--- config.mk ---
export PLATFORM = sky130hd
export DESIGN_NAME = axis_ready_shaper
export DESIGN_NICKNAME = d
export VERILOG_FILES = /design/src/rtl/axis_ready_shaper.sv
export SDC_FILE = /design/constraint.sdc
export NUM_CORES = 1
export LEC_CHECK = 0
export ABC_AREA = 1
export BUFFER_PORTS_ARGS = -buffer_cell sky130_fd_sc_hd__buf_4
export CORE_AREA = 2 2 39 41
export DETAILED_ROUTE_END_ITERATION = 10
export DIE_AREA = 0 0 41 43
export MAX_ROUTING_LAYER = met4
export PLACE_DENSITY = 0.6
export SETUP_SLACK_MARGIN = 0.05
export SLEW_MARGIN = 20
export SYNTH_ARGS = -nofsm -noshare
export SYNTH_HDL_FRONTEND = slang
export SYNTH_SLANG_ARGS = --single-unit
--- constraint.sdc ---
create_clock -name clk -period 1.1 [get_ports clk]
set_input_delay 0.11 -clock clk [delete_from_list [all_inputs] [get_ports clk]]
set_output_delay 0.11 -clock clk [all_outputs]
set_load 0.005 [all_outputs]
--- src/rtl/axis_ready_shaper.sv ---
// Rotating tready pattern generator; tready is a flop output, never a function of tvalid.
module axis_ready_shaper #(
  parameter int PATTERN_W = 8
) (
  input  logic                 clk,
  input  logic                 rst,
  input  logic                 load,
  input  logic                 advance,
  input  logic [PATTERN_W-1:0] pattern,
  output logic                 tready
);

  logic [PATTERN_W-1:0] pat_eff;
  logic [PATTERN_W-1:0] pattern_reg;

  // An all-zero pattern would deadlock the stream, so it means "always ready".
  assign pat_eff = (pattern == '0) ? '1 : pattern;

  function automatic logic [PATTERN_W-1:0] rotr(input logic [PATTERN_W-1:0] p);
    return (p >> 1) | (p << (PATTERN_W - 1));
  endfunction

  always_ff @(posedge clk) begin
    if (rst) begin
      pattern_reg <= '0;
      tready      <= 1'b0;
    end else if (load) begin
      tready      <= pat_eff[0];
      pattern_reg <= rotr(pat_eff);
    end else if (advance) begin
      tready      <= pattern_reg[0];
      pattern_reg <= rotr(pattern_reg);
    end else begin
      tready      <= 1'b0;
    end
  end

endmodule

Yosys cells after proc, flatten, opt, wreduce, memory -nomap -nowiden
Cells that the tools add are included.

Bits in registers: 9. Input bits: 12. Output and inout bits: 1. Logic and storage cells: 11.

Mux-type cells: 5. Bitwise gates (word level): 2. Reduce and logical (&&, ||, !) cells: 2.

Operators by type and width (count): $mux W8 (3); $or A7 B8 Y8 (2); $logic_not A8 Y1 (1); $mux W1 (2); $reduce_bool A2 Y1 (1).

Logic depth before layout (Yosys ltp)
Gate-level depths: netlist of run 1.

Depth after elaboration: 4. Depth in mapped cells: 6. Mapped depth without buffers: 5.

Least setup slack after synthesis of run 1
OpenSTA, ideal clock, no wires.

Path type: input to register. Start point: in load. End point: reg pattern_reg[7]. Library setup time: 112 ps. Arrival time: 732 ps. Required time: 988 ps. Setup slack: 255 ps. Stages: 6. Buffers on the path: 1. Path through: buf_6 -> or2_4 -> nand2_4 -> nor2_2 -> nand2_2 -> nand2_1.

Longest elaborated chain between the ends: 1. Elaborated cells on any way between the ends: 2. Those cells by class: 1 x mux; 1 x reduce/logical.

Ends and longest elaborated chain: from (decl) (line 7) `input logic load,`; $mux W8 or $reduce_bool A2 Y1 (tied branches); to (signal assigned) (line 29) `pattern_reg <= rotr(pat_eff);`; to (signal assigned) (line 32) `pattern_reg <= rotr(pattern_reg);`; to (decl) (line 14) `logic [PATTERN_W-1:0] pattern_reg;`.

Parallel ways exist; a longest one is shown, timed or not. A chain may end at the register's enable or synchronous reset.

Worst setup path in the final report of run 1
Start point: reg tready. End point: out tready.

RTL lines: from (decl) (line 10) `output logic tready`; from (signal assigned) (line 28) `tready <= pat_eff[0];`; from (signal assigned) (line 31) `tready <= pattern_reg[0];`.

No word-level cell between the ends.

==> reports/metrics.yaml, run 1 <==
pwr:
  ir_worst_vdd_mv: 0.620
  power_density_mw_per_mm2: 1230
  p_leak_nw: 0.324
job:
  cap_viol_max_count: 0
global_routing:
  grt_usage_pct: 15.7
  grt_pass1_wl_mm: 1.75
  grt_max_degree: 11
  grt_antenna_before_repair: 0
  overflow: 0
  grt_pass1_vias: 465
route:
  drc: 0
  drtPass1Iterations: 4
  drt_wl_total_mm: 1.00
  wire_per_inst_um: 9.18
  via_per_inst: 4.45
  dr_total_vias: 485
  ant_nets: 0
  drt-initial-drc-count: 9
floorplan:
  coreArea_sq_mm: 0.00138
  die-area_sq_mm: 0.00176
  start_util_pct: 35.4
  num_io_pins: 13
  die_h_um: 43
  num_rows: 14
  die_w_um: 41
logic_synthesis:
  syn_area_sq_um: 490
  synth_warnings: 0
  avgSynthCellArea_sq_um: 6.29
  ys_seq_elements: 9
  synth_fp_nets: 90
  synth.distinct_cells: 11
  yosysSeqAreaShare_pct: 36.7
  synth_cells: 78
placement:
  gp_congestion: 0.753
  dp_hpwl_um: 792
  port_buffers: 12
clock_tree:
  postCtsSetupRepairBufs: 0
  tritoncts: "yes"
  clk_pin_slew_ns: 0.06
  cts_buffer_depth: 2
  cts-root-buf: "clkbuf_4"
  cts_htree_levels: 1
  clk_latency_ns: 0.26
  numCtsBuffers: 3
  cts.sinks: 9
  ctsHoldBuffers: 0
  cts_resized: 0
sta:
  max_slew_margin_pct: 82.6
  grt_setup_unrepaired: "no"
  final.setup.tns_ns: 0
  drv_slew: 0
  skew_ns: 0.00226
  min_period_over_period_pct: 73.2
  fmax_mhz: 1240
  setup_viol: 0
  finalWorstPathRequiredPeriod_ns: 0.805
  timing.hold.ws_ns: 0.143
  worst_pin_slew_ns: 0.259
  hold_viol: 0
worst_setup_path:
  cp_top_family: "flip-flops"
  worst-r2r-cell-count: 4
  r2r-end: "pattern_reg[7]"
  criticalPathCategory: "reg2out"
  startpoint: "tready"
  worstPathRequired_ns: 0.99
  endpoint_kind: "primary output"
  path_max_fanout: 1
  critPathMaxStageDelay_ns: 0.31
  cp.arrival_ns: 0.70
  critPathLaunchType: "register"
  rr_startpoint: "pattern_reg[0]"
  path_buf_inv: 1
  crit_chain: "buf_4"
  rrSetupSlack_ns: 0.40
  slowest_stage: "dfxtp_1"
cells_and_area:
  final_util_pct: 44.5
  syn_to_final_growth_pct: 25.5
  n_antenna_cell: 0
  largest_register_ffs: 8
  fill_cells: 149
  regArea_sq_um: 180
  drive_gt1_share_pct: 21.5
  multi_input_area_sq_um: 288
  fin_nets: 106
worst_hold_path:
  holdCritPathClass: "in2reg"
  hold_path_end: "pattern_reg[5]"
  hold_path_depth: 5
  min_from: "pattern[6]"
run_status:
  status: "finished, final reports clean"
worst max path at each step:
| stage | endpoint | slack, ns | cells past startpoint |
|---|---|---|---|
| 6_report | tready | 0.29 | 1 |
| 5_1_grt | tready | 0.27 | 1 |
| 4_1_cts | tready | 0.28 | 1 |
| 3_5_place_dp | tready | 0.16 | 6 |
| 3_3_place_gp | pattern_reg[7] | 0.17 | 6 |
| 2_1_floorplan | pattern_reg[7] | 0.26 | 6 |
area by class of cell:
cell class	count	share of cell area, %
inverters	3	1.83
well taps	16	3.25
repair buffers	12	14.6
clock buffers	4	4.27
multi-input cells	65	46.7
flip-flops and latches	9	29.3
metal layers:
| layer | wire length [um] | vias to the layer above | part of all wire [%] | global-route usage [%] |
|---|---|---|---|---|
| li1 | - | 269 | - | - |
| met1 | 455 | 197 | 45 | 16.7 |
| met2 | 450 | 15 | 45 | 23.1 |
| met3 | 71 | 4 | 7.1 | 4.71 |
| met4 | 24 | 0 | 2.4 | 12.0 |
| met5 | 0 | - | 0 | - |
metrics by stage:
step	instance area (sq um)	total power, mW	setup slack (ns)	cells
floorplan	490	0.450	0.255	78
global placement	589	0.500	0.166	105
detailed placement	589	0.503	0.157	105
CTS	616	0.766	0.284	109
global route	616	0.813	0.269	109
finish	616	0.755	0.295	109
kinds of logic (layout without fill, tap and decap cells):
family | count (synthesis) | in the layout | synth area share (%)
AOI/OAI and AO/OA | 8 | 8 | 8.16
buffers and inverters | 4 | 19 | 4.59
and+or+nand+nor | 57 | 57 | 50.5
DFF | 9 | 9 | 36.7
power by group:
part           switching, mW  internal (mW)
Sequential            0.0123          0.351
Clock                  0.121          0.140
Combinational         0.0685         0.0616
Total                  0.202          0.553
cells in the final DEF, fill, tap and decap left out:
cell type / netlist / layout
nand2_1: 25 / 25
inv_1: 3 / 3
nor2_2: 1 / 1
or2_4: 1 / 1
nand2_4: 1 / 1
nor2_8: 1 / 1
clkbuf_1: 0 / 1
o21ai_0: 8 / 8
nor2_1: 27 / 27
dfxtp_1: 9 / 9
buf_4: 0 / 12
nand2_2: 1 / 1
clkbuf_4: 0 / 3
Yosys cell counts:
| master | number | area, sq um |
|---|---|---|
| nor2_8 | 1 | 20.0 |
| buf_6 | 1 | 11.3 |
| nand2_2 | 1 | 6.26 |
| nand2_4 | 1 | 11.3 |
| inv_1 | 3 | 11.3 |
| nor2_2 | 1 | 6.26 |
| dfxtp_1 | 9 | 180 |
| nor2_1 | 27 | 101 |
| nand2_1 | 25 | 93.8 |
| o21ai_0 | 8 | 40.0 |
| or2_4 | 1 | 8.76 |
No activity file was read; power rests on OpenSTA's default activity.
==> run 2: changes to the inputs <==
- ABC_AREA: 1 -> 0
- PLACE_DENSITY: 0.6 -> 0.58
- clock period: 1.1 -> 0.8 ns (I/O delays scaled with it)
==> reports/metrics.yaml, run 2 <==
cells_and_area:
  layout_commonest_cell: "buf_4"
  drive_gt1_share_pct: 60.6  # +39 points
  n_antenna_cell: 0  # unchanged
  layout_common_cells: "buf_4 (19), a21oi_1 (9), a211oi_1 (8)"
  fin_nets: 84  # -21%
  syn_to_final_growth_pct: 53.4
  largest_register_ffs: 8  # unchanged
sta:
  fmax_mhz: 1260
  timing.hold.ws_ns: 0.0575  # -0.0852 ns
  layout_setup_ws_ns: 0.00583  # -0.289 ns
  max_slew_margin_pct: 84.9  # +2.4 points
  setup_viol: 0  # unchanged
  skew_ns: 0.00345  # +0.00119 ns
  drv_slew: 0  # unchanged
  hold_viol: 0  # unchanged
  final.setup.tns_ns: 0  # unchanged
  finalWorstPathRequiredPeriod_ns: 0.794
  min_period_over_period_pct: 99.3
  worst_pin_slew_ns: 0.226  # -0.0326 ns
  grt_setup_unrepaired: "yes"
route:
  dr_total_vias: 454  # -6.4%
  drt_wl_total_um: 962  # -3.9%
  via_per_inst: 5.22  # +17%
  ant_nets: 0  # unchanged
  drc: 0  # unchanged
  wire_per_inst_um: 11.1  # +20%
  drtPass1Iterations: 4  # unchanged
  drt-initial-drc-count: 5  # -4
global_routing:
  grt_pass1_wl_mm: 1.70  # -2.3%
  grt_max_degree: 18  # +7
  overflow: 0  # unchanged
  grt_antenna_before_repair: 0  # unchanged
  grt_usage_pct: 14.8  # -0.93 points
  grt_pass1_vias: 388  # -17%
worst_setup_path:
  cp.arrival_ns: 0.94  # +0.24 ns
  rr_startpoint: "pattern_reg[2]"
  critPathLaunchType: "register"
  endpoint_kind: "register"
  worstPathRequired_ns: 0.94  # -0.05 ns
  criticalPathCategory: "reg2reg"
  path_max_fanout: 2  # +1
  startpoint: "pattern_reg[2]"
logic_synthesis:
  synth_top_area_cell: "dfxtp_1"
  synthFlopType: "dfxtp_1"
  async_flop_share_pct: 0  # unchanged
  avgSynthCellArea_sq_um: 9.28  # +48%
  synth_fp_nets: 62  # -31%
  syn_area_sq_um: 464  # -5.4%
  ys_seq_elements: 9  # unchanged
  synth_cells: 50  # -36%
  synth_edf_count: 0  # unchanged
  synth.distinct_cells: 10  # -1
  synth_warnings: 0  # unchanged
  synthTopCellsByCount: "a211oi_1 (15), a21oi_1 (9), dfxtp_1 (9)"
  yosysMostFrequentCell: "a211oi_1"
  yosysSeqAreaShare_pct: 38.8  # +2.1 points
  ys_top_cells_by_area: "dfxtp_1 (39%), a211oi_1 (24%), nor2b_1 (11%)"
  yosysTopAreaCellShare_pct: 38.8  # +2.1 points
placement:
  dp_hpwl_um: 726  # -8.3%
  port_buffers: 12  # unchanged
  gp_congestion: 0.698  # -7.2%
  pre_cts_slack_ns: -0.279  # -0.437 ns
floorplan:
  num_io_pins: 13  # unchanged
  start_util_pct: 33.5  # -1.9 points
  die_w_um: 41  # unchanged
  die-area_sq_mm: 0.00176  # unchanged
  die_h_um: 43  # unchanged
  num_rows: 14  # unchanged
  coreArea_sq_mm: 0.00138  # unchanged
worst_hold_path:
  min_from: "rst"
  holdCritPathClass: "in2reg"
clock_tree:
  cts.sinks: 9  # unchanged
  clk_pin_slew_ns: 0.06  # about the same
  numCtsBuffers: 3  # unchanged
  cts_htree_levels: 1  # unchanged
  clk_latency_ns: 0.26  # about the same
  tritoncts: "yes"
  cts-root-buf: "clkbuf_4"
  cts_buffer_depth: 2  # unchanged
pwr:
  ir_worst_vdd_mv: 0.870  # +40%
  p_leak_nw: 0.264  # -18%
  finalPower_mw: 1.08  # +44%
  power_density_mw_per_mm2: 1520  # +24%
run_status:
  status: "finished, final reports clean"
job:
  cap_viol_max_count: 0  # unchanged
run 2: cells by family after synthesis:
group / count (synthesis) / synth area share [%]
AOI/OAI and AO/OA: 24 / 34.0
DFF: 9 / 38.8
buffers and inverters: 4 / 3.77
and+or+nand+nor: 13 / 23.5
run 2: layout make-up:
| class | count | area [sq um] |
|---|---|---|
| sequential | 9 | 186 |
| clock buffer | 4 | 26.3 |
| multi-input combinational | 37 | 314 |
| tap | 16 | 20.0 |
| fill | 132 | 672 |
| timing repair buffer | 21 | 165 |
run 2: what timing repair did:
action	4_1_cts	5_1_grt
pin swaps	16	0
resized for setup	8	11
hold buffers	0	0
setup buffers	1	0
setup endpoints to repair	10	10
run 2: stage by stage:
step / util, % / cell area, sq um / instances
final: 51.4 / 712 / 87
after CTS: 48.9 / 677 / 87
after detailed placement: 44.6 / 617 / 82
after floorplan: - / 464 / 50
after global routing: 51.4 / 712 / 87
after global placement: 44.6 / 617 / 82
run 2: per-layer routing:
layer  part of all wire [%]  global-route usage, %  vias to the layer above
met5                      0                      -                        -
met4                    4.4                   12.0                        0
met3                    3.6                   1.57                        5
met2                     44                   18.4                       13
met1                     48                   20.7                      198
li1                       -                      -                      238
run 2: worst paths after layout:
kind / cells past startpoint / endpoint / slack, ns
worst max-delay path: 3 / pattern_reg[2] / 0.006
worst min register to register: 2 / pattern_reg[5] / 0.57
worst max register to register: 3 / pattern_reg[2] / 0.006
worst min-delay path: 2 / pattern_reg[4] / 0.06
run 2: where the power goes:
group | leakage, nW | internal [mW] | switching, mW | total [mW]
clock network | 0.0150 | 0.192 | 0.153 | 0.345
registers | 0.0763 | 0.484 | 0.0157 | 0.500
logic | 0.173 | 0.133 | 0.106 | 0.238
total | 0.264 | 0.809 | 0.274 | 1.08
run 2: critical path, stage by stage (launching register included):
cell and delay (ns):
dfxtp_2 0.32, nor2b_2 0.14, a211oi_2 0.15, a211oi_1 0.06
==> run 3: changes to the inputs <==
- CTS_CLUSTER_DIAMETER: not set -> 150
- GPL_TIMING_DRIVEN: not set -> 0
==> reports/metrics.yaml, run 3 (synthesis gave the netlist of run 2 again) <==
floorplan:
  die_h_um: 43  # unchanged
  die-area_sq_mm: 0.00176  # unchanged
  die_w_um: 41  # unchanged
  start_util_pct: 33.5  # unchanged
  num_rows: 14  # unchanged
  num_io_pins: 13  # unchanged
  coreArea_sq_mm: 0.00138  # unchanged
global_routing:
  grt_pass1_wl_mm: 1.72  # +0.82%
  grt_use_met1_pct: 20.4  # -0.26 points
  grt_max_degree: 11  # -7
  overflow: 0  # unchanged
  met3_usage_pct: 1.57  # unchanged
  grt_pass1_vias: 421  # +8.5%
  grt_usage_pct: 14.5  # -0.30 points
  gr-max-usage-layer: "met1"
  grt_antenna_before_repair: 0  # unchanged
  use_met2_pct: 19.7  # +1.2 points
route:
  via_per_inst: 5.39  # +3.3%
  dr_total_vias: 442  # -2.6%
  ant_nets: 0  # unchanged
  drtPass1Iterations: 3  # -1
  drt-initial-drc-count: 9  # +4
  drc: 0  # unchanged
  drt_wl_total_mm: 1.02  # +5.6%
  wire_per_inst_um: 12.4  # +12%
clock_tree:
  cts-root-buf: "clkbuf_4"
  clk_pin_slew_ns: 0.06  # about the same
  cts.sinks: 9  # unchanged
  numCtsBuffers: 3  # unchanged
  clk_latency_ns: 0.26  # about the same
  cts_htree_levels: 1  # unchanged
  tritoncts: "yes"
  cts_buffer_depth: 2  # unchanged
sta:
  fmax_mhz: 1180  # -6.6%
  worst_pin_slew_ns: 0.407  # +0.181 ns
  finalWorstPathRequiredPeriod_ns: 0.850  # +0.0561 ns
  drv_slew: 0  # unchanged
  setup_viol: 6  # +6
  min_period_over_period_pct: 106  # +7.0 points
  max_slew_margin_pct: 72.9  # -12 points
  layout_setup_ws_ns: -0.0503  # -0.0561 ns
  timing.hold.ws_ns: 0.170  # +0.113 ns
  skew_ns: 0.000333  # -0.00311 ns
  grt_setup_unrepaired: "yes"
  hold_viol: 0  # unchanged
worst_setup_path:
  rr_startpoint: "pattern_reg[4]"
  worstPathRequired_ns: 0.93  # about the same
  critPathLaunchType: "register"
  endpoint_kind: "register"
  cp.arrival_ns: 0.98  # +0.04 ns
  criticalPathCategory: "reg2reg"
  path_max_fanout: 2  # unchanged
  startpoint: "pattern_reg[4]"
pwr:
  ir_worst_vdd_mv: 0.631  # -27%
  p_leak_nw: 0.234  # -11%
  power_density_mw_per_mm2: 1600  # +5.2%
placement:
  dp_hpwl_um: 742  # +2.2%
  gp_congestion: 0.698  # about the same
  port_buffers: 10  # -2
  dp.cells: 76  # -7.3%
  pre_cts_slack_ns: -0.290  # -0.0102 ns
cells_and_area:
  drive_gt1_share_pct: 57.6  # -3.0 points
  fin_cells: 82  # -5.7%
  largest_register_ffs: 8  # unchanged
  layout_common_cells: "buf_4 (12), a21oi_1 (9), a211oi_2 (8)"
  syn_to_final_growth_pct: 43.1
  n_antenna_cell: 0  # unchanged
  layout_commonest_cell: "buf_4"
  final_util_pct: 48.0  # -3.4 points
  fin_nets: 79  # -6.0%
job:
  cap_viol_max_count: 0  # unchanged
worst_hold_path:
  min_from: "pattern[1]"
  holdCritPathClass: "in2reg"
run_status:
  violations: "setup timing"
  status: "complete, but fails checks"
run 3: changes by cell type in the layout (fill, tap and decap cells not counted), moves of 2 or more:
cell,previous run,this run
buf_2,0,2
buf_4,19,12
buf_6,2,0
nor2b_2,5,3
run 3: timing repair:
item	CTS	global route
pin swaps	16	4
buffers inserted	2	0
gates resized for setup	2	19
endpoints found under the hold margin	0	0
setup endpoints to repair	10	10
hold buffers	0	0
run 3: final cells by class:
class | count | area (sq um)
Fill cell | 138 | 719
Multi-Input combinational cell | 37 | 322
Tap cell | 16 | 20.0
Clock buffer | 4 | 26.3
Buffer | 4 | 18.8
Timing Repair Buffer | 12 | 90.1
Sequential cell | 9 | 188
run 3: final timing paths:
kind | endpoint | slack, ns | depth (start not counted)
setup / recovery | pattern_reg[4] | -0.05 | 3
hold / removal | pattern_reg[0] | 0.17 | 3
setup reg to reg | pattern_reg[4] | -0.05 | 3
hold reg to reg | tready | 0.56 | 2
run 3: critical path, cell delays in order, from the launching register on:
cell	delay, ns
dfxtp_2	0.32
nor2b_4	0.12
a211oi_2	0.23
a211oi_2	0.05
run 3: stage by stage:
| stage | total power [mW] | setup TNS, ns | area [sq um] |
|---|---|---|---|
| 3_3_place_gp | 0.680 | -2.34 | 559 |
| 2_1_floorplan | 0.598 | -0.334 | 464 |
| 6_report | 1.06 | -0.138 | 664 |
| 5_1_grt | 1.11 | -0.488 | 664 |
| 3_5_place_dp | 0.680 | -2.33 | 559 |
| 4_1_cts | 1.03 | -0.0528 | 607 |
run 3: where the power goes:
group,internal (mW),switching [mW],leakage [nW]
combinational,0.106,0.104,0.143
clock,0.192,0.158,0.0150
sequential,0.485,0.0183,0.0766
run 3: layer usage:
metal | wire (um) | share of wire (%)
met3 | 41 | 4.0
met5 | 0 | 0
met1 | 491 | 48
met4 | 20 | 2.0
met2 | 463 | 46
